**config.mk**
```make
export PLATFORM = sky130hd
export DESIGN_NAME = output_limiter
export DESIGN_NICKNAME = d
export VERILOG_FILES = /design/src/rtl/output_limiter_pkg.sv /design/src/rtl/output_limiter_abs.sv /design/src/rtl/output_limiter.sv
export SDC_FILE = /design/constraint.sdc
export NUM_CORES = 1
export LEC_CHECK = 0
export ABC_AREA = 1
export ABC_CLOCK_PERIOD_IN_PS = 6160
export BUFFER_PORTS_ARGS = -buffer_cell sky130_fd_sc_hd__clkbuf_2
export CORE_MARGIN = 2
export CORE_UTILIZATION = 55
export CTS_CLUSTER_SIZE = 25
export DETAILED_ROUTE_END_ITERATION = 12
export GPL_TIMING_DRIVEN = 0
export HOLD_SLACK_MARGIN = 0.08
export PLACE_DENSITY_LB_ADDON = 0.3
export SYNTH_ARGS = -nofsm -noshare
export SYNTH_HDL_FRONTEND = slang
export SYNTH_SLANG_ARGS = --single-unit
```
**constraint.sdc**
```tcl
create_clock -name clock -period 6.16 [get_ports clock]
set_input_delay 0.308 -clock clock [delete_from_list [all_inputs] [get_ports clock]]
set_output_delay 0.308 -clock clock [all_outputs]
set_load 0.01 [all_outputs]
```
**src/rtl/output_limiter_pkg.sv**
```systemverilog
// Shared audio definitions for the output limiter: sample/gain widths, the limiter
// state codes decoded by the display logic, and the attack gain-floor helper.
package output_limiter_pkg;

  localparam int SAMPLE_W  = 18;
  localparam int MAG_W     = SAMPLE_W - 1;
  localparam int GAIN_W    = 8;
  localparam int GAIN_FRAC = 7;
  localparam int PROD_W    = 26;

  localparam logic [GAIN_W-1:0]          UNITY_GAIN = 8'd128;
  localparam logic signed [SAMPLE_W-1:0] SAMPLE_MIN = 18'sh20000;
  localparam logic signed [SAMPLE_W-1:0] SAMPLE_MAX = 18'sh1FFFF;
  localparam logic [MAG_W-1:0]           MAG_MAX    = 17'h1FFFF;

  localparam logic [1:0] LIM_UNITY   = 2'd0;
  localparam logic [1:0] LIM_ATTACK  = 2'd1;
  localparam logic [1:0] LIM_HOLD    = 2'd2;
  localparam logic [1:0] LIM_RELEASE = 2'd3;

  function automatic logic [GAIN_W-1:0] gain_after_attack(
    input logic [GAIN_W-1:0] g,
    input logic [GAIN_W-1:0] step,
    input logic [GAIN_W-1:0] floor_g
  );
    logic [GAIN_W:0] limit_s;
    limit_s = {1'b0, floor_g} + {1'b0, step};
    if ({1'b0, g} >= limit_s) begin
      return g - step;
    end else begin
      return floor_g;
    end
  endfunction

endpackage

```
**src/rtl/output_limiter_abs.sv**
```systemverilog
// abs_sat: signed sample to unsigned magnitude; the most negative code saturates to
// the largest positive magnitude instead of wrapping.
module abs_sat
  import output_limiter_pkg::*;
(
  input  logic signed [SAMPLE_W-1:0] x_i,
  output logic [MAG_W-1:0]           mag_o
);

  always_comb begin
    if (x_i == SAMPLE_MIN) begin
      mag_o = MAG_MAX;
    end else begin
      mag_o = (x_i[MAG_W-1:0] ^ {MAG_W{x_i[SAMPLE_W-1]}}) + {{(MAG_W-1){1'b0}}, x_i[SAMPLE_W-1]};
    end
  end

endmodule

```
**src/rtl/output_limiter.sv**
```systemverilog
// Post-mixer peak limiter: 3-stage gain pipeline, attack/hold/release gain FSM,
// sticky clip indicator and windowed coarse peak meter.
module output_limiter
  import output_limiter_pkg::*;
#(
  parameter logic [MAG_W-1:0]  THRESHOLD     = 17'd98304,
  parameter logic [GAIN_W-1:0] ATTACK_STEP   = 8'd8,
  parameter logic [GAIN_W-1:0] MIN_GAIN      = 8'd32,
  parameter logic [9:0]        HOLD_SAMPLES  = 10'd480,
  parameter logic [5:0]        RELEASE_DIV   = 6'd48,
  parameter int                PEAK_WIN_LOG2 = 10,
  parameter logic [12:0]       CLIP_HOLD     = 13'd4800
) (
  input  logic                       clock,
  input  logic                       reset,
  input  logic                       ready,
  input  logic signed [SAMPLE_W-1:0] audio_in,
  input  logic                       bypass,
  output logic signed [SAMPLE_W-1:0] audio_out,
  output logic                       out_ready,
  output logic [GAIN_W-1:0]          gain,
  output logic                       limiting,
  output logic                       clip,
  output logic [4:0]                 peak_level
);

  localparam logic [PEAK_WIN_LOG2-1:0] WIN_LAST = {PEAK_WIN_LOG2{1'b1}};
  localparam logic [PEAK_WIN_LOG2-1:0] WIN_ONE  = PEAK_WIN_LOG2'(1);

  logic [MAG_W-1:0]           a_in_s;
  logic                       v1_q, v2_q;
  logic signed [SAMPLE_W-1:0] x1_q;
  logic [MAG_W-1:0]           a1_q;
  logic signed [SAMPLE_W-1:0] p2_q, p2_d;
  logic signed [PROD_W-1:0]   x_ext_s, g_ext_s;
  logic signed [SAMPLE_W-1:0] audio_out_q;
  logic                       out_ready_q;

  logic [1:0]                 state_q, state_d;
  logic [GAIN_W-1:0]          gain_q, gain_d, gain_inc_s;
  logic [9:0]                 hold_q, hold_d;
  logic [5:0]                 rel_q, rel_d;
  logic                       over_s, limiting_q;

  logic [12:0]                clip_cnt_q, clip_cnt_d;
  logic                       clip_q;
  logic [MAG_W-1:0]           pk_acc_q, pk_acc_d, pk_max_s;
  logic [PEAK_WIN_LOG2-1:0]   win_q, win_d;
  logic [4:0]                 peak_q, peak_d;

  abs_sat u_abs_sat (
    .x_i   (audio_in),
    .mag_o (a_in_s)
  );

  // s2 product uses the gain as it stood before this sample's FSM update
  assign x_ext_s    = PROD_W'(x1_q);
  assign g_ext_s    = PROD_W'($signed({1'b0, gain_q}));
  assign p2_d       = SAMPLE_W'((x_ext_s * g_ext_s) >>> GAIN_FRAC);
  assign over_s     = (a1_q >= THRESHOLD);
  assign gain_inc_s = gain_q + 8'd1;

  // Gain FSM: over always wins, bypass pins the limiter at unity
  always_comb begin
    state_d = state_q;
    gain_d  = gain_q;
    hold_d  = hold_q;
    rel_d   = rel_q;
    if (bypass) begin
      state_d = LIM_UNITY;
      gain_d  = UNITY_GAIN;
    end else if (v1_q && over_s) begin
      state_d = LIM_ATTACK;
      gain_d  = gain_after_attack(gain_q, ATTACK_STEP, MIN_GAIN);
      hold_d  = HOLD_SAMPLES;
    end else if (v1_q) begin
      case (state_q)
        LIM_ATTACK, LIM_HOLD: begin
          hold_d = hold_q - 10'd1;
          if (hold_q == 10'd1) begin
            state_d = LIM_RELEASE;
            rel_d   = RELEASE_DIV;
          end else begin
            state_d = LIM_HOLD;
          end
        end
        LIM_RELEASE: begin
          if (rel_q == 6'd1) begin
            gain_d  = gain_inc_s;
            rel_d   = RELEASE_DIV;
            state_d = (gain_inc_s == UNITY_GAIN) ? LIM_UNITY : LIM_RELEASE;
          end else begin
            rel_d   = rel_q - 6'd1;
          end
        end
        default: begin
          state_d = state_q;
        end
      endcase
    end else begin
      state_d = state_q;
    end
  end

  always_comb begin
    clip_cnt_d = clip_cnt_q;
    if (v1_q && ((x1_q == SAMPLE_MIN) || (x1_q == SAMPLE_MAX))) begin
      clip_cnt_d = CLIP_HOLD;
    end else if (v1_q && (clip_cnt_q != 13'd0)) begin
      clip_cnt_d = clip_cnt_q - 13'd1;
    end else begin
      clip_cnt_d = clip_cnt_q;
    end
  end

  // Peak window: the closing sample is folded into the reported level
  always_comb begin
    pk_max_s = (a1_q > pk_acc_q) ? a1_q : pk_acc_q;
    pk_acc_d = pk_acc_q;
    win_d    = win_q;
    peak_d   = peak_q;
    if (v1_q) begin
      win_d = win_q + WIN_ONE;
      if (win_q == WIN_LAST) begin
        peak_d   = pk_max_s[MAG_W-1:MAG_W-5];
        pk_acc_d = {MAG_W{1'b0}};
      end else begin
        pk_acc_d = pk_max_s;
      end
    end else begin
      pk_acc_d = pk_acc_q;
    end
  end

  always_ff @(posedge clock) begin
    if (!reset) begin
      v1_q        <= 1'b0;
      x1_q        <= {SAMPLE_W{1'b0}};
      a1_q        <= {MAG_W{1'b0}};
      v2_q        <= 1'b0;
      p2_q        <= {SAMPLE_W{1'b0}};
      audio_out_q <= {SAMPLE_W{1'b0}};
      out_ready_q <= 1'b0;
      state_q     <= LIM_UNITY;
      gain_q      <= UNITY_GAIN;
      hold_q      <= 10'd0;
      rel_q       <= 6'd0;
      limiting_q  <= 1'b0;
      clip_cnt_q  <= 13'd0;
      clip_q      <= 1'b0;
      pk_acc_q    <= {MAG_W{1'b0}};
      win_q       <= {PEAK_WIN_LOG2{1'b0}};
      peak_q      <= 5'd0;
    end else begin
      v1_q <= ready;
      if (ready) begin
        x1_q <= audio_in;
        a1_q <= a_in_s;
      end
      v2_q <= v1_q;
      if (v1_q) begin
        p2_q <= p2_d;
      end
      out_ready_q <= v2_q;
      if (v2_q) begin
        audio_out_q <= p2_q;
      end
      state_q    <= state_d;
      gain_q     <= gain_d;
      hold_q     <= hold_d;
      rel_q      <= rel_d;
      limiting_q <= (state_d != LIM_UNITY);
      clip_cnt_q <= clip_cnt_d;
      clip_q     <= (clip_cnt_d != 13'd0);
      pk_acc_q   <= pk_acc_d;
      win_q      <= win_d;
      peak_q     <= peak_d;
    end
  end

  assign audio_out  = audio_out_q;
  assign out_ready  = out_ready_q;
  assign gain       = gain_q;
  assign limiting   = limiting_q;
  assign clip       = clip_q;
  assign peak_level = peak_q;

endmodule

```
==> reports/summary.md <==
The remaining global-route overflow came out at 0. The worst-case IR drop observed on VDD is 0.222 mV. Among the stages of the critical path, the cell type that occurs most often is sky130_fd_sc_hd__nand2_1.

The post-cts resize count was 0. Endpoint class of the critical path: a flip-flop. Overall die width: 157 um. The setup skew after layout was 10.9 ps. During synthesis, Yosys emitted a total of 0 warnings. The commonest register cell after synthesis was sky130_fd_sc_hd__dfxtp_1. The logs give 33.6% for the combinational share of power and 2251 for the placed cell count.

In this run the tightest slew margin relative to its limit is 50.3%. The tools report the final wirelength as 34700 um. The final worst setup slack is 436 ps, and the standard-cell row count is 56.

The tools report the clock tree root buffer cell as sky130_fd_sc_hd__clkbuf_16. For the finished layout, the period the worst path requires is 5720 ps. For the met1 usage, the log shows 40.2%. The power density of the placed cells came out at 229 nW/um2. The share of layout cells above drive strength 1 works out to 6.87%. The tools report the static leakage as 7.72 nW.

Setup repair after global routing left no endpoint under its margin. Buffers placed on the I/O ports in this run total 54. The largest individual stage delay along the critical path comes from the cell sky130_fd_sc_hd__fa_1. Global routing used 5.92% of the available met3 tracks. The number of buffers and inverters on the critical path was 7; the residual DRC count was 0. After clock tree synthesis, the flow added hold-fix buffers numbering 0. Counting flops with a built-in enable in the synthesized netlist gives 0.

The synthesized area came out at 12900 um2. Number of instances in the synthesized netlist: 1878. By startpoint and endpoint, the worst setup path is classified as flip-flop to flip-flop. Prior to clock tree synthesis, the placed netlist has a worst setup slack of 443 ps. In this run the worst hold path is classified as input pin to flip-flop. The first routing iteration left 1078 violations. In this run the critical register-to-register path is launched from gain[5]. Global routing used 45.8% of the available met2 tracks.

Source of the worst hold timing path: audio_in[0]. The clock input transition at the sequential cells of the worst setup and hold paths was 70 ps. After detailed routing, the number of vias per cell comes to 5.23. Timing would allow up to 0.175 GHz. The number of antenna diodes in the final layout is 0. The first global-routing pass estimated 56700 um of wire.

The tool flagged a number of max-cap violations equal to 0. Sequential cells were found to cover 22.8% of the synthesized design area. The mean cell area of the mapped netlist was 6.88 um2.

Dividing the detail-routed wire length by the instance count gives 15.2 um. The tree built by TritonCTS fans out to 147 sinks. Data arrives at the worst endpoint at 6050 ps. The number of levels the H-tree was split into was 4. The full die area was 24700 um2; the synthesized flop and latch total was 147.

At the later pin of the worst-skew pair, clock insertion delay measures 420 ps. STA classifies the critical path startpoint as a flip-flop. Entering global routing, the biggest net connects 17 pins. The final RePlAce weighted congestion came out at 0.942.

On the critical path the largest part of the delay comes from adder cells. Count of fill cells added during filler insertion: 2166. Compared with the post-synthesis result, the final layout area differs by 9.83%. Yosys mapped the design onto 51 distinct sky130hd cell types. Walking the worst path, the cells encountered are clkbuf_1 -> clkbuf_1 -> clkbuf_1 -> nand2_1 -> fa_1 -> fa_1 -> inv_1 -> fa_1 -> inv_1 -> fa_1 -> inv_1 -> ha_1 -> a21oi_1 -> o21ai_0 -> a21oi_1 -> nand2_1 -> nand2_1 -> nand2_1 -> nand2_1 -> nand3_1 -> nand2_1 -> inv_1.

The switching power total came out at 1.21 mW. The run gives 2158 as the final layout net count. Detailed routing inserted a total of 11900 vias. At the pin with the least slew margin, the transition time is 746 ps. The most critical setup path has its startpoint at gain[5]. Once the floorplan was initialized, standard cells occupied 55.5% of the core. The run finished with clean final reports.

Across every metal layer, demand over resource in global routing totals 29.2%. For this run, asynchronously set or reset flops after synthesis account for 0%. The floorplan step set the die height to 157 um. The switching share of power came out at 37.2%. For the worst setup path, the data required time is 6490 ps. No sink is reached through more buffers than the 2 on the longest clock path. The utilization after layout came out at 61.0%. The tools report the initial antenna violation count as 0. Of the total power, the clock network draws 32.5%.

In this run the count of I/O pins placed on the die edge is 56. The floorplan step defined a core boundary enclosing 23300 um2. The largest stage delay on the critical path is 580 ps, and the internal power component is 2.05 mW.

The final hold violation count is 0. The via count of the first global-routing pass was 11400; the first-pass detailed-route iteration total was 5. The fraction of the cycle the final worst path needs works out to 92.9%.

In this run the worst path has a maximum fanout of 10. The count of final setup violators was 0. The buffer count from post-CTS setup fixing was 0.

Counting every net in the synthesized netlist gives 2085. Clock tree synthesis inserted a total of 17 buffers. Per report_power, the sequential group accounts for 33.9% of the total.

For the detailed-placement wirelength estimate, the log shows 27100 um. TritonCTS built the clock tree. The finished layout holds 2283 standard cells, fillers aside. The tools report the final count of pins violating max slew as 0. The minimum hold slack was 167 ps.

The global routing stage identified its most utilized layer as met2. Adding up every negative setup slack in the final design gives 0 ps. The detail route stage leaves a number of antenna-violating nets equal to 0.
-- cell usage in the layout, fill, tap and decap left out, types with 5 or more instances in the layout --
cell,n
sky130_fd_sc_hd__nand2_1,433
sky130_fd_sc_hd__clkbuf_16,17
sky130_fd_sc_hd__dfxtp_1,147
sky130_fd_sc_hd__o21ai_0,105
sky130_fd_sc_hd__nand3_1,97
sky130_fd_sc_hd__a21oi_1,91
sky130_fd_sc_hd__xnor2_1,13
sky130_fd_sc_hd__nor3_1,15
sky130_fd_sc_hd__nor2_2,6
sky130_fd_sc_hd__xor2_1,24
sky130_fd_sc_hd__fa_1,108
sky130_fd_sc_hd__o211ai_1,5
sky130_fd_sc_hd__a31oi_1,6
sky130_fd_sc_hd__ha_1,77
sky130_fd_sc_hd__inv_1,393
sky130_fd_sc_hd__a21o_1,8
sky130_fd_sc_hd__clkbuf_1,45
sky130_fd_sc_hd__o221ai_1,5
sky130_fd_sc_hd__buf_2,19
sky130_fd_sc_hd__nand4_1,17
sky130_fd_sc_hd__nor2_1,206
sky130_fd_sc_hd__clkbuf_2,54
-- cells by family (layout without fill, tap and decap cells) --
logic type | count (synthesis) | in the layout | synth area share, %
XOR/XNOR | 43 | 43 | 3.35
adder cells (fa/ha/maj) | 185 | 185 | 24.2
flip-flops | 147 | 147 | 22.8
buffers and inverters | 467 | 553 | 14.1
AO/OA/AOI/OAI | 236 | 236 | 9.90
AND/OR/NAND/NOR | 800 | 800 | 25.7
-- area by class of cell --
class | instances | area [um2] | share of cell area, %
sequential | 147 | 2940 | 20.7
tap | 319 | 399 | 2.81
buffer | 72 | 337 | 2.37
inverter | 395 | 1480 | 10.4
clock inverter | 12 | 144 | 1.01
multi-input combinational | 1264 | 8160 | 57.5
clock buffer | 20 | 457 | 3.22
timing repair buffer | 54 | 270 | 1.90
-- worst register-to-register path: stages, from the launching register on --
cell and delay (ps):
sky130_fd_sc_hd__dfxtp_1 330, sky130_fd_sc_hd__clkbuf_1 250, sky130_fd_sc_hd__clkbuf_1 500, sky130_fd_sc_hd__clkbuf_1 500, sky130_fd_sc_hd__nand2_1 160, sky130_fd_sc_hd__fa_1 550
sky130_fd_sc_hd__fa_1 500, sky130_fd_sc_hd__inv_1 60, sky130_fd_sc_hd__fa_1 580, sky130_fd_sc_hd__inv_1 80, sky130_fd_sc_hd__fa_1 530, sky130_fd_sc_hd__inv_1 40
sky130_fd_sc_hd__ha_1 350, sky130_fd_sc_hd__a21oi_1 240, sky130_fd_sc_hd__o21ai_0 110, sky130_fd_sc_hd__a21oi_1 180, sky130_fd_sc_hd__nand2_1 150, sky130_fd_sc_hd__nand2_1 110
sky130_fd_sc_hd__nand2_1 50, sky130_fd_sc_hd__nand2_1 60, sky130_fd_sc_hd__nand3_1 150, sky130_fd_sc_hd__nand2_1 110, sky130_fd_sc_hd__inv_1 40
-- synthesized netlist by cell type (3+ instances only) --
library cell	instances	area (um2)
sky130_fd_sc_hd__nand2_1	433	1630
sky130_fd_sc_hd__a21o_1	8	60.1
sky130_fd_sc_hd__nand4_1	17	106
sky130_fd_sc_hd__a211oi_1	4	30.0
sky130_fd_sc_hd__nor2_1	206	773
sky130_fd_sc_hd__xor2_2	4	65.1
sky130_fd_sc_hd__o221ai_1	5	43.8
sky130_fd_sc_hd__and2_1	3	18.8
sky130_fd_sc_hd__nor4_1	4	25.0
sky130_fd_sc_hd__nand3_2	3	30.0
sky130_fd_sc_hd__clkbuf_1	44	165
sky130_fd_sc_hd__xnor2_1	13	114
sky130_fd_sc_hd__o211ai_1	5	37.5
sky130_fd_sc_hd__nor3_1	15	75.1
sky130_fd_sc_hd__xor2_1	24	210
sky130_fd_sc_hd__nand3_1	97	485
sky130_fd_sc_hd__buf_4	3	22.5
sky130_fd_sc_hd__nor2_2	6	37.5
sky130_fd_sc_hd__fa_1	108	2160
sky130_fd_sc_hd__o21ai_0	105	526
sky130_fd_sc_hd__ha_1	77	963
sky130_fd_sc_hd__a31oi_1	6	37.5
sky130_fd_sc_hd__inv_1	393	1480
sky130_fd_sc_hd__o21bai_1	3	22.5
sky130_fd_sc_hd__nand3b_1	4	30.0
sky130_fd_sc_hd__buf_2	19	95.1
sky130_fd_sc_hd__a21oi_1	91	455
sky130_fd_sc_hd__dfxtp_1	147	2940
sky130_fd_sc_hd__buf_1	3	11.3
-- layer usage --
metal / part of all wire (%) / routed length (um) / vias to the layer above
met2: 45 / 15600 / 457
met5: 0 / 0 / -
met3: 8.2 / 2850 / 74
met4: 3.0 / 1030 / 0
met1: 44 / 15200 / 5533
li1: - / - / 5871
-- worst paths after layout --
| path | to | slack (ps) | cells past startpoint |
|---|---|---|---|
| worst min register to register | hold_q[9] | 450 | 1 |
| worst min-delay path | x1_q[0] | 170 | 3 |
| worst max-delay path | p2_q[16] | 440 | 22 |
| worst max register to register | p2_q[16] | 440 | 22 |
-- stage by stage --
step,power [mW],instance area (um2)
after floorplan,1.95,12900
after global placement,2.17,13600
after detailed placement,2.20,13600
after CTS,3.25,14200
after global routing,3.47,14200
final,3.26,14200
-- power groups by stage --
stage / Clock [mW] / Combinational, mW / Sequential, mW
after floorplan: 0 / 0.844 / 1.11
after global placement: 0 / 1.05 / 1.12
after detailed placement: 0 / 1.08 / 1.12
after CTS: 1.06 / 1.09 / 1.10
after global routing: 1.11 / 1.25 / 1.11
final: 1.06 / 1.10 / 1.10
-- state kept, by name (all words and copies together), names as in the netlist, 8 cells and up --
name	flops
a1_q	17
audio_out	18
clip_cnt_q	13
gain	8
hold_q	10
p2_q	18
pk_acc_q	17
win_q	10
x1_q	18
Power figures use the tool's default switching activity.
